===== config.mk =====
export PLATFORM = sky130hd
export DESIGN_NAME = bp_repair_sched
export DESIGN_NICKNAME = d
export VERILOG_FILES = /design/src/rtl/bp_repair_sched_pkg.sv /design/src/rtl/bp_repair_sched_repair_fifo.sv /design/src/rtl/bp_repair_sched.sv
export SDC_FILE = /design/constraint.sdc
export NUM_CORES = 1
export LEC_CHECK = 0
export BUFFER_PORTS_ARGS = -buffer_cell sky130_fd_sc_hd__buf_4
export CAP_MARGIN = 20
export CORE_MARGIN = 10
export CORE_UTILIZATION = 30
export DETAILED_ROUTE_END_ITERATION = 10
export PLACE_DENSITY = 0.52
export SLEW_MARGIN = 20
export SYNTH_ARGS = -nofsm -noshare
export SYNTH_HDL_FRONTEND = slang
export SYNTH_SLANG_ARGS = --single-unit

===== constraint.sdc =====
create_clock -name clk -period 11 [get_ports clk]
set_input_delay 2.2 -clock clk [delete_from_list [all_inputs] [get_ports clk]]
set_output_delay 2.2 -clock clk [all_outputs]
set_load 0.03 [all_outputs]

===== src/rtl/bp_repair_sched_pkg.sv =====
// Shared constants and FSM encoding for the branch-predictor repair scheduler.
package bp_repair_sched_pkg;

  localparam int unsigned ADDR_W_DEF = 32;
  localparam int unsigned RA_W_DEF   = 4;
  localparam int unsigned CP_W_DEF   = 32;
  localparam int unsigned DEPTH_DEF  = 4;
  localparam int unsigned CNT_W_DEF  = 16;

  // Scheduler state: idle, or presenting a repair on the update port.
  typedef enum logic [0:0] {
    ST_IDLE  = 1'b0,
    ST_ISSUE = 1'b1
  } state_e;

endpackage


===== src/rtl/bp_repair_sched_repair_fifo.sv =====
// Synchronous FIFO holding back-end repair requests; clear empties it in one cycle.
module repair_fifo #(
  parameter int unsigned W     = 8,
  parameter int unsigned DEPTH = 4
) (
  input  logic                     clk,
  input  logic                     rst_n,
  input  logic                     push,
  input  logic                     pop,
  input  logic                     clear,
  input  logic [W-1:0]             wdata,
  output logic [W-1:0]             rdata_c,
  output logic                     full_c,
  output logic                     empty_c,
  output logic [$clog2(DEPTH):0]   count_c
);

  localparam int unsigned AW = $clog2(DEPTH);

  logic [W-1:0] mem [DEPTH];
  logic [AW:0]  wr_ptr;
  logic [AW:0]  rd_ptr;
  logic         do_push;
  logic         do_pop;

  // Wrap bit differs with equal index => full; identical pointers => empty.
  assign empty_c = (wr_ptr == rd_ptr);
  assign full_c  = (wr_ptr[AW] != rd_ptr[AW]) && (wr_ptr[AW-1:0] == rd_ptr[AW-1:0]);
  assign count_c = wr_ptr - rd_ptr;
  assign rdata_c = mem[rd_ptr[AW-1:0]];

  // A pop in the same cycle frees a slot, so a push into a full FIFO is accepted.
  assign do_pop  = pop && !empty_c;
  assign do_push = push && (!full_c || do_pop);

  // Pointer update; clear wins over push/pop.
  always_ff @(posedge clk or negedge rst_n) begin
    if (!rst_n) begin
      wr_ptr <= '0;
      rd_ptr <= '0;
    end else if (clear) begin
      wr_ptr <= '0;
      rd_ptr <= '0;
    end else begin
      if (do_push) wr_ptr <= wr_ptr + (AW+1)'(1);
      if (do_pop)  rd_ptr <= rd_ptr + (AW+1)'(1);
    end
  end

  // Storage write; contents are don't-care until pointed to, so no reset.
  always_ff @(posedge clk) begin
    if (do_push && !clear) mem[wr_ptr[AW-1:0]] <= wdata;
  end

endmodule


===== src/rtl/bp_repair_sched.sv =====
// Branch-predictor repair scheduler: one-entry SBA slot, BSC FIFO, registered issue port.
module bp_repair_sched
  import bp_repair_sched_pkg::*;
#(
  parameter int unsigned ADDR_W = ADDR_W_DEF,
  parameter int unsigned RA_W   = RA_W_DEF,
  parameter int unsigned CP_W   = CP_W_DEF,
  parameter int unsigned DEPTH  = DEPTH_DEF,
  parameter int unsigned CNT_W  = CNT_W_DEF
) (
  input  logic              clk,
  input  logic              rst_n,
  input  logic              sba_flush_i,
  input  logic [ADDR_W-1:0] sba_vaddr_i,
  input  logic [ADDR_W-1:0] sba_dest_i,
  input  logic              sba_take_i,
  input  logic [CP_W-1:0]   sba_cp_i,
  input  logic [RA_W-1:0]   sba_ra_i,
  input  logic              bsc_diff_i,
  input  logic [ADDR_W-1:0] bsc_vaddr_i,
  input  logic [ADDR_W-1:0] bsc_dest_i,
  input  logic              bsc_take_i,
  input  logic [CP_W-1:0]   bsc_cp_i,
  input  logic [RA_W-1:0]   bsc_ra_i,
  output logic              rep_valid_o,
  input  logic              rep_ready_i,
  output logic [ADDR_W-1:0] rep_vaddr_o,
  output logic [ADDR_W-1:0] rep_dest_o,
  output logic              rep_take_o,
  output logic [CP_W-1:0]   rep_cp_o,
  output logic [RA_W-1:0]   rep_ra_o,
  output logic              rep_src_o,
  output logic [CNT_W-1:0]  sba_drop_cnt_o,
  output logic [CNT_W-1:0]  bsc_drop_cnt_o
);

  localparam int unsigned REQ_W = RA_W + CP_W + 1 + 2 * ADDR_W;
  localparam int unsigned PTR_W = $clog2(DEPTH) + 1;
  localparam int unsigned INC_W = PTR_W + 1;
  localparam int unsigned SUM_W = CNT_W + 1;

  // Packed repair request {ra, cp, take, dest, vaddr}.
  typedef struct packed {
    logic [RA_W-1:0]   ra;
    logic [CP_W-1:0]   cp;
    logic              take;
    logic [ADDR_W-1:0] dest;
    logic [ADDR_W-1:0] vaddr;
  } req_t;

  state_e           state_q;
  state_e           state_d;
  req_t             sba_req;
  req_t             bsc_req;
  req_t             slot_q;
  logic             slot_valid_q;
  req_t             fifo_head;
  req_t             out_d;
  logic [REQ_W-1:0] fifo_rdata;
  logic             fifo_full;
  logic             fifo_empty;
  logic [PTR_W-1:0] fifo_count;
  logic             fifo_push;
  logic             any_pending;
  logic             load;
  logic             take_slot;
  logic             pop_fifo;
  logic [INC_W-1:0] bsc_inc;
  logic             sba_drop;
  logic [SUM_W-1:0] bsc_sum;
  logic [SUM_W-1:0] sba_sum;

  assign sba_req = '{ra: sba_ra_i, cp: sba_cp_i, take: sba_take_i,
                     dest: sba_dest_i, vaddr: sba_vaddr_i};
  assign bsc_req = '{ra: bsc_ra_i, cp: bsc_cp_i, take: bsc_take_i,
                     dest: bsc_dest_i, vaddr: bsc_vaddr_i};

  // An SBA flush squashes the FIFO, so a same-cycle BSC request never enters it.
  assign fifo_push = bsc_diff_i && !sba_flush_i;

  repair_fifo #(
    .W     (REQ_W),
    .DEPTH (DEPTH)
  ) u_fifo (
    .clk     (clk),
    .rst_n   (rst_n),
    .push    (fifo_push),
    .pop     (pop_fifo),
    .clear   (sba_flush_i),
    .wdata   (REQ_W'(bsc_req)),
    .rdata_c (fifo_rdata),
    .full_c  (fifo_full),
    .empty_c (fifo_empty),
    .count_c (fifo_count)
  );

  assign fifo_head   = req_t'(fifo_rdata);
  assign any_pending = slot_valid_q || !fifo_empty;
  assign out_d       = slot_valid_q ? slot_q : fifo_head;
  assign take_slot   = load && slot_valid_q;
  assign pop_fifo    = load && !slot_valid_q;

  // State register.
  always_ff @(posedge clk or negedge rst_n) begin
    if (!rst_n) state_q <= ST_IDLE;
    else        state_q <= state_d;
  end

  // Next state and load decision; a handshake may reload the next winner in the same cycle.
  always_comb begin
    state_d = state_q;
    load    = 1'b0;
    case (state_q)
      ST_IDLE: begin
        if (any_pending) begin
          load    = 1'b1;
          state_d = ST_ISSUE;
        end
      end
      ST_ISSUE: begin
        if (rep_ready_i) begin
          if (any_pending) load    = 1'b1;
          else             state_d = ST_IDLE;
        end
      end
      default: state_d = ST_IDLE;
    endcase
  end

  // Drop accounting: squash discards what is left in the FIFO after this cycle's pop, plus the new request.
  always_comb begin
    bsc_inc  = '0;
    sba_drop = sba_flush_i && slot_valid_q && !take_slot;
    if (sba_flush_i) begin
      bsc_inc = INC_W'(fifo_count) - INC_W'(pop_fifo) + INC_W'(bsc_diff_i);
    end else if (bsc_diff_i && fifo_full && !pop_fifo) begin
      bsc_inc = INC_W'(1);
    end
    bsc_sum = SUM_W'(bsc_drop_cnt_o) + SUM_W'(bsc_inc);
    sba_sum = SUM_W'(sba_drop_cnt_o) + SUM_W'(sba_drop);
  end

  // SBA slot: a new flush always lands here, overwriting any unissued entry.
  always_ff @(posedge clk or negedge rst_n) begin
    if (!rst_n) begin
      slot_valid_q <= 1'b0;
      slot_q       <= '0;
    end else if (sba_flush_i) begin
      slot_valid_q <= 1'b1;
      slot_q       <= sba_req;
    end else if (take_slot) begin
      slot_valid_q <= 1'b0;
    end
  end

  // Output register: payload only changes on a load, so it is stable while waiting for ready.
  always_ff @(posedge clk or negedge rst_n) begin
    if (!rst_n) begin
      rep_valid_o <= 1'b0;
      rep_src_o   <= 1'b0;
      rep_vaddr_o <= '0;
      rep_dest_o  <= '0;
      rep_take_o  <= 1'b0;
      rep_cp_o    <= '0;
      rep_ra_o    <= '0;
    end else if (load) begin
      rep_valid_o <= 1'b1;
      rep_src_o   <= slot_valid_q;
      rep_vaddr_o <= out_d.vaddr;
      rep_dest_o  <= out_d.dest;
      rep_take_o  <= out_d.take;
      rep_cp_o    <= out_d.cp;
      rep_ra_o    <= out_d.ra;
    end else if (state_d == ST_IDLE) begin
      rep_valid_o <= 1'b0;
    end
  end

  // Saturating drop counters.
  always_ff @(posedge clk or negedge rst_n) begin
    if (!rst_n) begin
      sba_drop_cnt_o <= '0;
      bsc_drop_cnt_o <= '0;
    end else begin
      sba_drop_cnt_o <= sba_sum[CNT_W] ? '1 : sba_sum[CNT_W-1:0];
      bsc_drop_cnt_o <= bsc_sum[CNT_W] ? '1 : bsc_sum[CNT_W-1:0];
    end
  end

endmodule


==> flow_summary.yaml, run 1 <==
timing:
  layout_min_cycle_time_ns: 4.98
  fin_skew_ns: 0.0196
  final-hold-violation-count: 0
  slew_violations: 0
  rsz0062_at_grt: "no"
  max_slew_margin_pct: 33.5
  post-route-period-util_pct: 45.3
  finalSetupViolCount: 0
  fmax_mhz: 201
  hold_ws_ns: 0.478
  tns_ns: 0
  worstMarginPinSlew_ns: 0.997
yosys:
  synth_ff_type: "edfxtp_1"
  async_reset_ff_share_pct: 37.7
  synth_warnings: 0
  synth_area_leaders: "edfxtp_1, dfrtp_1, mux4_2, mux2_2, mux2i_1"
  synth.avg_cell_area_sq_um: 17.7
  syn_inst: 1425
  synth_fp_nets: 1651
  yosys_register_bits: 648
  synth_edf_count: 404
  synth_area_sq_um: 25300
  netlist.area_leader.share_pct: 48.0
  synth.largest_area_cell: "edfxtp_1"
  synth_cell_types: 48
  ys_seq_area_share_pct: 72.1
critical_path:
  rr_worst_depth: 15
  rrSetupSlack_ns: 6.12
  cp_data_required_time_ns: 11.49
  rr_startpoint: "u_fifo.rd_ptr[1]"
  worstPathArrival_ns: 5.47
  crit_end: "bsc_drop_cnt_o[15]"
  worstSetupPathType: "in2reg"
  path_max_fanout: 9
  slowest_delay_ns: 0.43
  setup.worst_path.start_class: "input pin"
  crit_chain: "buf_4 -> nor2b_1 -> a211oi_2 -> xnor2_1 -> ha_1 -> inv_1 -> fa_1 -> xnor2_1 -> and2_1 -> ha_1 -> o21ai_0 -> o21ba_2 -> nor4_1 -> mux2_2"
  slowest_stage: "fa_1"
  cp-end-kind: "flip-flop"
  r2r_end: "bsc_drop_cnt_o[15]"
  crit_start: "rep_ready_i"
clock_network:
  htree_levels: 3
  cts_sinks: 648
  cts.hold.buffers_added: 0
  cts.path.max_buffers: 3
  cts_buffers: 73
  clock_latency_ns: 0.61
  clkSlewWorstSetupHoldPaths_ns: 0.06
  postCtsResizedCells: 0
  post-cts-setup-buffer-count: 0
  cts_tree: "yes"
  cts_root_buffer: "clkbuf_16"
cells_and_area:
  final_cell_mix: "edfxtp_1, buf_4, dfrtp_1, nand2_1, mux2_2"
  layout_commonest_cell: "edfxtp_1"
  layout-drive-gt1-share_pct: 36.9
  fin_cells: 2932
  fin_nets: 2016
  syn_to_final_growth_pct: 24.1
drt:
  vias: 13600
  antenna_left: 0
  routed_via_density: 4.64
  drt_iter0_markers: 647
  drc: 0
  first_pass_iters: 4
  avgRoutedWirePerCell_um: 20.7
  routed_wl_um: 60800
power_and_ir_drop:
  power_switching_mw: 1.70
  combPwrFrac_pct: 15.8
  p_sw_share_pct: 26.9
  pwr-share-seq_pct: 46.5
  power_density_nw_per_um2: 201
  leakagePower_nw: 12.1
  peakVddDrop_mv: 0.103
  internal_power_mw: 4.61
  p_clk_share_pct: 37.6
global_route:
  gr-usage-met3_pct: 3.91
  grt.busiest_layer: "met2"
  antenna_found_initial: 15
  grt.total_usage_pct: 12.5
  grt_overflow: 0
  grt_pass1_vias: 14700
  use_met2_pct: 20.4
  grt_max_degree: 123
  grt_pass1_wl_um: 91800
  met1_usage_pct: 15.8
floorplanning:
  fp.dieW_um: 310
  coreArea_sq_um: 83600
  start_util_pct: 30.3
  die_h_um: 310
  die_area_sq_um: 96300
  fp-row-count: 106
  io_pins: 342
run:
  maxCapViolCount: 0
outcome:
  run_status: "complete, no violations"
placed_design:
  port-buffer-count: 341
  dp_cells: 2795
  dp_hpwl_um: 39500
  gp_congestion: 0.791
hold_path:
  min_path_type: "reg2reg"
-- cell type report --
| type | count | area (sq um) |
|---|---|---|
| clock inverters | 32 | 317 |
| fillers | 7813 | 52200 |
| flip-flops and latches | 648 | 18200 |
| repair buffers | 361 | 2720 |
| clock buffers | 102 | 2050 |
| multi-input cells | 692 | 6620 |
| well taps | 1080 | 1350 |
| diodes | 3 | 7.51 |
| inverters | 14 | 52.6 |
-- stage by stage --
stage | cell area [sq um] | total power [mW] | utilization [%] | worst slack (ns)
2_1_floorplan | 25300 | 3.57 | - | 0.223
3_3_place_gp | 29000 | 3.98 | 34.7 | 5.53
3_5_place_dp | 29000 | 4.00 | 34.7 | 5.42
4_1_cts | 31400 | 6.42 | 37.5 | 6.00
5_1_grt | 31400 | 6.62 | 37.5 | 5.71
6_report | 31400 | 6.31 | 37.5 | 6.02
-- layer usage --
layer  wire (um)  part of all wire, %
met1       25800                   42
met2       29900                   49
met3        4100                  6.7
met4         977                  1.6
met5         127                 0.21
-- cell families (layout without fill, tap and decap cells) --
| kind of cell | count (synthesis) | in the layout | share of synthesized area (%) |
|---|---|---|---|
| DFF | 648 | 648 | 72.1 |
| muxes | 306 | 306 | 17.6 |
| and+or+nand+nor | 198 | 198 | 3.45 |
| AOI/OAI and AO/OA | 150 | 150 | 3.32 |
| buffers and inverters | 85 | 509 | 1.76 |
| adders and majority gates | 19 | 19 | 1.03 |
| xor gates and xnor gates | 19 | 19 | 0.688 |
| other | 0 | 3 | 0 |
-- Yosys cell counts, drive strengths merged, types with 2 or more instances --
library cell,instances
edfxtp,404
dfrtp,244
nand2,133
o21ai,114
mux2,103
mux2i,102
mux4,101
buf,38
clkbuf,33
ha,16
xnor2,16
nand3,15
inv,14
a21oi,12
nor2,10
nand2b,6
and3,5
o31ai,5
a211oi,4
nand4,4
nor3,4
or4,4
a21o,3
a31oi,3
and2,3
fa,3
nor2b,3
nor3b,3
nor4,3
xor2,3
and4,2
o21ba,2
or3,2
-- flip-flops by register name, summed over array words and instances, names as in the netlist, 3 cells and up --
name	flops
rep_ra_o	4
slot_q	101
rep_cp_o	32
rep_vaddr_o	32
u_fifo.wr_ptr	3
rep_dest_o	32
u_fifo.rd_ptr	3
u_fifo.mem	404
sba_drop_cnt_o	16
bsc_drop_cnt_o	16
-- worst min-delay path by stage --
stage | from | endpoint | slack, ns | cells past startpoint
after floorplan | slot_q[34] | slot_q[34] | 0.48 | 1
after global placement | rep_cp_o[25] | rep_cp_o[25] | 0.47 | 2
after detailed placement | rep_cp_o[3] | rep_cp_o[3] | 0.47 | 2
after CTS | rep_cp_o[3] | rep_cp_o[3] | 0.49 | 2
after global routing | rep_vaddr_o[4] | rep_vaddr_o[4] | 0.50 | 2
final | rep_dest_o[5] | rep_dest_o[5] | 0.48 | 2
-- power by group through the flow --
| stage | clock (mW) | sequential, mW | combinational, mW |
|---|---|---|---|
| after floorplan | 0 | 3.19 | 0.371 |
| after detailed placement | 0 | 2.98 | 1.02 |
| final | 2.37 | 2.94 | 1.00 |
| after global routing | 2.57 | 2.96 | 1.09 |
| after CTS | 2.47 | 2.94 | 1.02 |
| after global placement | 0 | 2.98 | 1.00 |
-- critical path, delay by kind of cell --
family / cells / cell delay [ns]
adder cells (fa/ha/maj): 3 / 0.98
multiplexers: 1 / 0.38
AO/OA/AOI/OAI: 3 / 0.62
buffers and inverters: 2 / 0.18
XOR/XNOR: 2 / 0.32
AND/OR/NAND/NOR: 3 / 0.79
(Power assumes the default switching activity.)
==> run 2: changes to the inputs <==
==> constraint.sdc (replaced) <==
create_clock -name clk -period 5 [get_ports clk]
set_input_delay 1 -clock clk [delete_from_list [all_inputs] [get_ports clk]]
set_output_delay 1 -clock clk [all_outputs]
set_load 0.03 [all_outputs]
==> flow_summary.yaml, run 2 (same netlist as run 1, synthesis figures left out) <==
timing:
  worstMarginPinSlew_ns: 0.995
  finalSetupViolCount: 0
  worst_slack_ns: 0.695
  fin_skew_ns: 0.0254
  rsz0062_at_grt: "no"
  slew_violations: 0
  tns_ns: 0
  final-hold-violation-count: 0
  max_slew_margin_pct: 33.7
  layout_min_cycle_time_ns: 4.30
  post-route-period-util_pct: 86.1
  fmax_mhz: 232
critical_path:
  cp_data_required_time_ns: 5.50
  setup.worst_path.start_class: "flip-flop"
  cp-end-kind: "flip-flop"
  worstSetupPathType: "reg2reg"
  worstPathArrival_ns: 4.80
  path_max_fanout: 13
cells_and_area:
  diodes: 0
  layout-drive-gt1-share_pct: 37.1
  largest_reg_flops: 404
  syn_to_final_growth_pct: 24.7
  fin_util_pct: 37.7
  final_cell_mix: "edfxtp_1, buf_4, dfrtp_1, nand2_1, mux2_2"
  layout_commonest_cell: "edfxtp_1"
  fin_nets: 2019
drt:
  routed_wl_um: 60600
  drc: 0
  avgRoutedWirePerCell_um: 20.7
  antenna_left: 0
  routed_via_density: 4.65
  first_pass_iters: 4
  vias: 13600
  drt_iter0_markers: 667
global_route:
  grt_max_degree: 111
  grt_overflow: 0
  grt_pass1_vias: 14900
  grt.total_usage_pct: 12.5
  grt_pass1_wl_um: 92000
  antenna_found_initial: 10
clock_network:
  cts_sinks: 648
  cts.hold.buffers_added: 0
  htree_levels: 3
  postCtsResizedCells: 0
  clkSlewWorstSetupHoldPaths_ns: 0.06
  cts_buffers: 74
  post-cts-setup-buffer-count: 0
  cts_tree: "yes"
  cts_root_buffer: "clkbuf_16"
  cts.path.max_buffers: 3
  clock_latency_ns: 0.61
placed_design:
  dp_hpwl_um: 38800
  port-buffer-count: 341
  post-place-ws_ns: 0.580
  gp_congestion: 0.786
floorplanning:
  start_util_pct: 30.3
  fp.dieW_um: 310
  io_pins: 342
  die_h_um: 310
  die_area_sq_um: 96300
  fp-row-count: 106
  coreArea_sq_um: 83600
outcome:
  run_status: "complete, no violations"
power_and_ir_drop:
  peakVddDrop_mv: 0.256
  leakagePower_nw: 12.2
  power_density_nw_per_um2: 442
run:
  maxCapViolCount: 0
hold_path:
  min_path_type: "in2async"
## run 2: where the power goes
group          leakage (nW)  switching (mW)  internal [mW]
Combinational          4.37            1.31          0.905
Sequential             6.62           0.286           6.15
Clock                  1.17            2.15           3.13
## run 2: critical path: stages (launching register included)
cell	delay (ns)
dfrtp_1	0.38
inv_1	0.10
ha_1	0.34
and2_1	0.22
a211oi_2	0.48
xnor2_1	0.18
ha_1	0.18
inv_1	0.06
fa_1	0.44
xnor2_1	0.13
and2_1	0.15
ha_1	0.34
nand3_1	0.16
a211oi_1	0.47
nand2_1	0.39
o21ai_0	0.18
## run 2: through the flow
stage / total power [mW] / instance area, sq um / hold slack [ns] / cells
final: 13.9 / 31500 / 0.440 / 2933
after global routing: 14.6 / 31500 / 0.506 / 2933
after CTS: 14.2 / 31500 / 0.486 / 2933
after detailed placement: 8.81 / 29100 / 0.472 / 2797
after global placement: 8.76 / 29100 / 0.463 / 2797
after floorplan: 7.84 / 25300 / 0.480 / 1425
## run 2: final timing paths
path,to,depth (start not counted),start,slack (ns)
setup / recovery,bsc_drop_cnt_o[5],15,u_fifo.wr_ptr[0],0.70
hold / removal,slot_q[87],1,rst_n,0.44
setup reg to reg,bsc_drop_cnt_o[5],15,u_fifo.wr_ptr[0],0.70
hold reg to reg,rep_vaddr_o[12],2,rep_vaddr_o[12],0.48
max in group asynchronous,rep_dest_o[27],2,rst_n,3.30
min in group clk,rep_vaddr_o[12],2,rep_vaddr_o[12],0.48
## run 2: routing by layer
layer | track usage, % | vias to the layer above | part of all wire (%)
li1 | - | 6216 | -
met1 | 15.5 | 6998 | 42
met2 | 21.0 | 302 | 49
met3 | 3.60 | 108 | 6.4
met4 | 3.71 | 20 | 2.0
met5 | 0 | - | 0.25
## run 2: cell type report
cell class / instances / area, sq um
Inverter: 14 / 52.6
Clock inverter: 24 / 231
Fill cell: 7784 / 52000
Sequential cell: 648 / 18200
Tap cell: 1080 / 1350
Timing Repair Buffer: 363 / 2810
Clock buffer: 112 / 2180
Multi-Input combinational cell: 692 / 6650
==> run 3: changes to the inputs <==
--- a/config.mk
+++ b/config.mk
@@ -8,9 +8,9 @@
 export BUFFER_PORTS_ARGS = -buffer_cell sky130_fd_sc_hd__buf_4
 export CAP_MARGIN = 20
 export CORE_MARGIN = 10
-export CORE_UTILIZATION = 30
+export CORE_UTILIZATION = 57
 export DETAILED_ROUTE_END_ITERATION = 10
-export PLACE_DENSITY = 0.52
+export PLACE_DENSITY = 0.84
 export SLEW_MARGIN = 20
 export SYNTH_ARGS = -nofsm -noshare
 export SYNTH_HDL_FRONTEND = slang
==> flow_summary.yaml, run 3 (same netlist as run 1, synthesis figures left out) <==
timing:
  slew_violations: 0
  finalSetupViolCount: 0
  hold_ws_ns: 0.439
  layout_min_cycle_time_ns: 4.28
  post-route-period-util_pct: 85.6
  worstMarginPinSlew_ns: 1.13
  final-hold-violation-count: 0
  fin_skew_ns: 0.0130
  max_slew_margin_pct: 24.4
  worst_slack_ns: 0.720
  fmax_mhz: 234
  rsz0062_at_grt: "no"
floorplanning:
  start_util_pct: 57.4
  coreArea_sq_um: 44000
  fp.dieW_um: 231
  io_pins: 342
  die_area_sq_um: 53200
  die_h_um: 231
  fp-row-count: 77
cells_and_area:
  layout_commonest_cell: "edfxtp_1"
  syn_to_final_growth_pct: 21.8
  fin_nets: 2006
  final_cell_area_sq_um: 30800
  largest_reg_flops: 404
  fin_util_pct: 69.9
  layout-drive-gt1-share_pct: 36.7
  final_cell_mix: "edfxtp_1, buf_4, dfrtp_1, nand2_1, mux2_2"
clock_network:
  postCtsResizedCells: 0
  htree_levels: 3
  cts_buffers: 66
  cts_sinks: 648
  post-cts-setup-buffer-count: 0
  clkSlewWorstSetupHoldPaths_ns: 0.06
  cts.hold.buffers_added: 0
  cts_tree: "yes"
  cts_root_buffer: "clkbuf_16"
  clock_latency_ns: 0.59
  cts.path.max_buffers: 3
drt:
  vias: 14000
  drc: 0
  antenna_left: 0
  avgRoutedWirePerCell_um: 23.5
  first_pass_iters: 5
  routed_wl_um: 57200
  routed_via_density: 5.76
  drt_iter0_markers: 1077
critical_path:
  cp-end-kind: "flip-flop"
  setup.worst_path.start_class: "flip-flop"
  path_max_fanout: 9
  worstPathArrival_ns: 4.74
  cp_data_required_time_ns: 5.46
  worstSetupPathType: "reg2reg"
  rr_worst_depth: 15
global_route:
  grt_max_degree: 198
  antenna_found_initial: 10
  grt_pass1_wl_um: 88200
  grt.total_usage_pct: 21.5
  grt_overflow: 0
  grt_pass1_vias: 15100
power_and_ir_drop:
  power_mw: 13.8
  leakagePower_nw: 12.1
  power_density_nw_per_um2: 447
  peakVddDrop_mv: 0.348
hold_path:
  min_path_type: "in2async"
placed_design:
  post-place-ws_ns: 0.667
  port-buffer-count: 341
  dp_hpwl_um: 35200
  post_dp_cell_area_sq_um: 28500
  gp_congestion: 0.824
run:
  maxCapViolCount: 0
outcome:
  run_status: "complete, no violations"
## run 3: changes by cell type in the layout (fill, tap and decap cells not counted), sizes merged
cell      delta
clkbuf      -12
buf          -5
bufinv       +5
clkinv       -5
diode        +5
inv          -3
clkinvlp     -1
## run 3: critical path, stage by stage (launching register included)
cell      delay, ns
dfrtp_1        0.41
inv_1          0.15
ha_1           0.30
and2_1         0.21
a211oi_2       0.49
xnor2_1        0.20
ha_1           0.21
inv_1          0.07
fa_1           0.43
xnor2_1        0.13
and2_1         0.15
ha_1           0.33
o21ai_0        0.18
o21ba_2        0.29
nor4_1         0.22
mux2_2         0.38
## run 3: layer usage
metal / up-vias / wire length (um) / track usage, %
met4: 10 / 1520 / 7.38
met1: 7171 / 22400 / 27.2
met5: - / 75 / 0
met3: 114 / 4350 / 6.27
met2: 501 / 28800 / 35.2
li1: 6185 / - / -
## run 3: where the power goes
group          leakage [nW]  internal [mW]  switching [mW]
clock                  1.11           3.12            1.96
sequential             6.62           6.15           0.291
combinational          4.35          0.907            1.34
total                  12.1           10.2            3.59
## run 3: path summary, 6_finish.rpt
path	slack (ns)	startpoint	end
min in group clk	0.48	rep_vaddr_o[12]	rep_vaddr_o[12]
worst max-delay path	0.72	u_fifo.wr_ptr[0]	bsc_drop_cnt_o[15]
worst min-delay path	0.44	rst_n	bsc_drop_cnt_o[13]
worst max register to register	0.72	u_fifo.wr_ptr[0]	bsc_drop_cnt_o[15]
worst min register to register	0.48	rep_vaddr_o[12]	rep_vaddr_o[12]
max in group asynchronous	3.61	rst_n	slot_q[9]
## run 3: stage by stage
| stage | instances | TNS [ns] |
|---|---|---|
| floorplan | 1425 | -521.20 |
| global placement | 2304 | 0 |
| detailed placement | 2304 | 0 |
| CTS | 2424 | 0 |
| global route | 2429 | 0 |
| finish | 2429 | 0 |
## run 3: final cells by class
class / instances / area [sq um]
Clock inverter: 20 / 284
Sequential cell: 648 / 18200
Inverter: 14 / 52.6
Timing Repair Buffer: 358 / 2810
Antenna cell: 5 / 12.5
Fill cell: 2715 / 13200
Clock buffer: 100 / 2000
Tap cell: 592 / 741
Multi-Input combinational cell: 692 / 6650
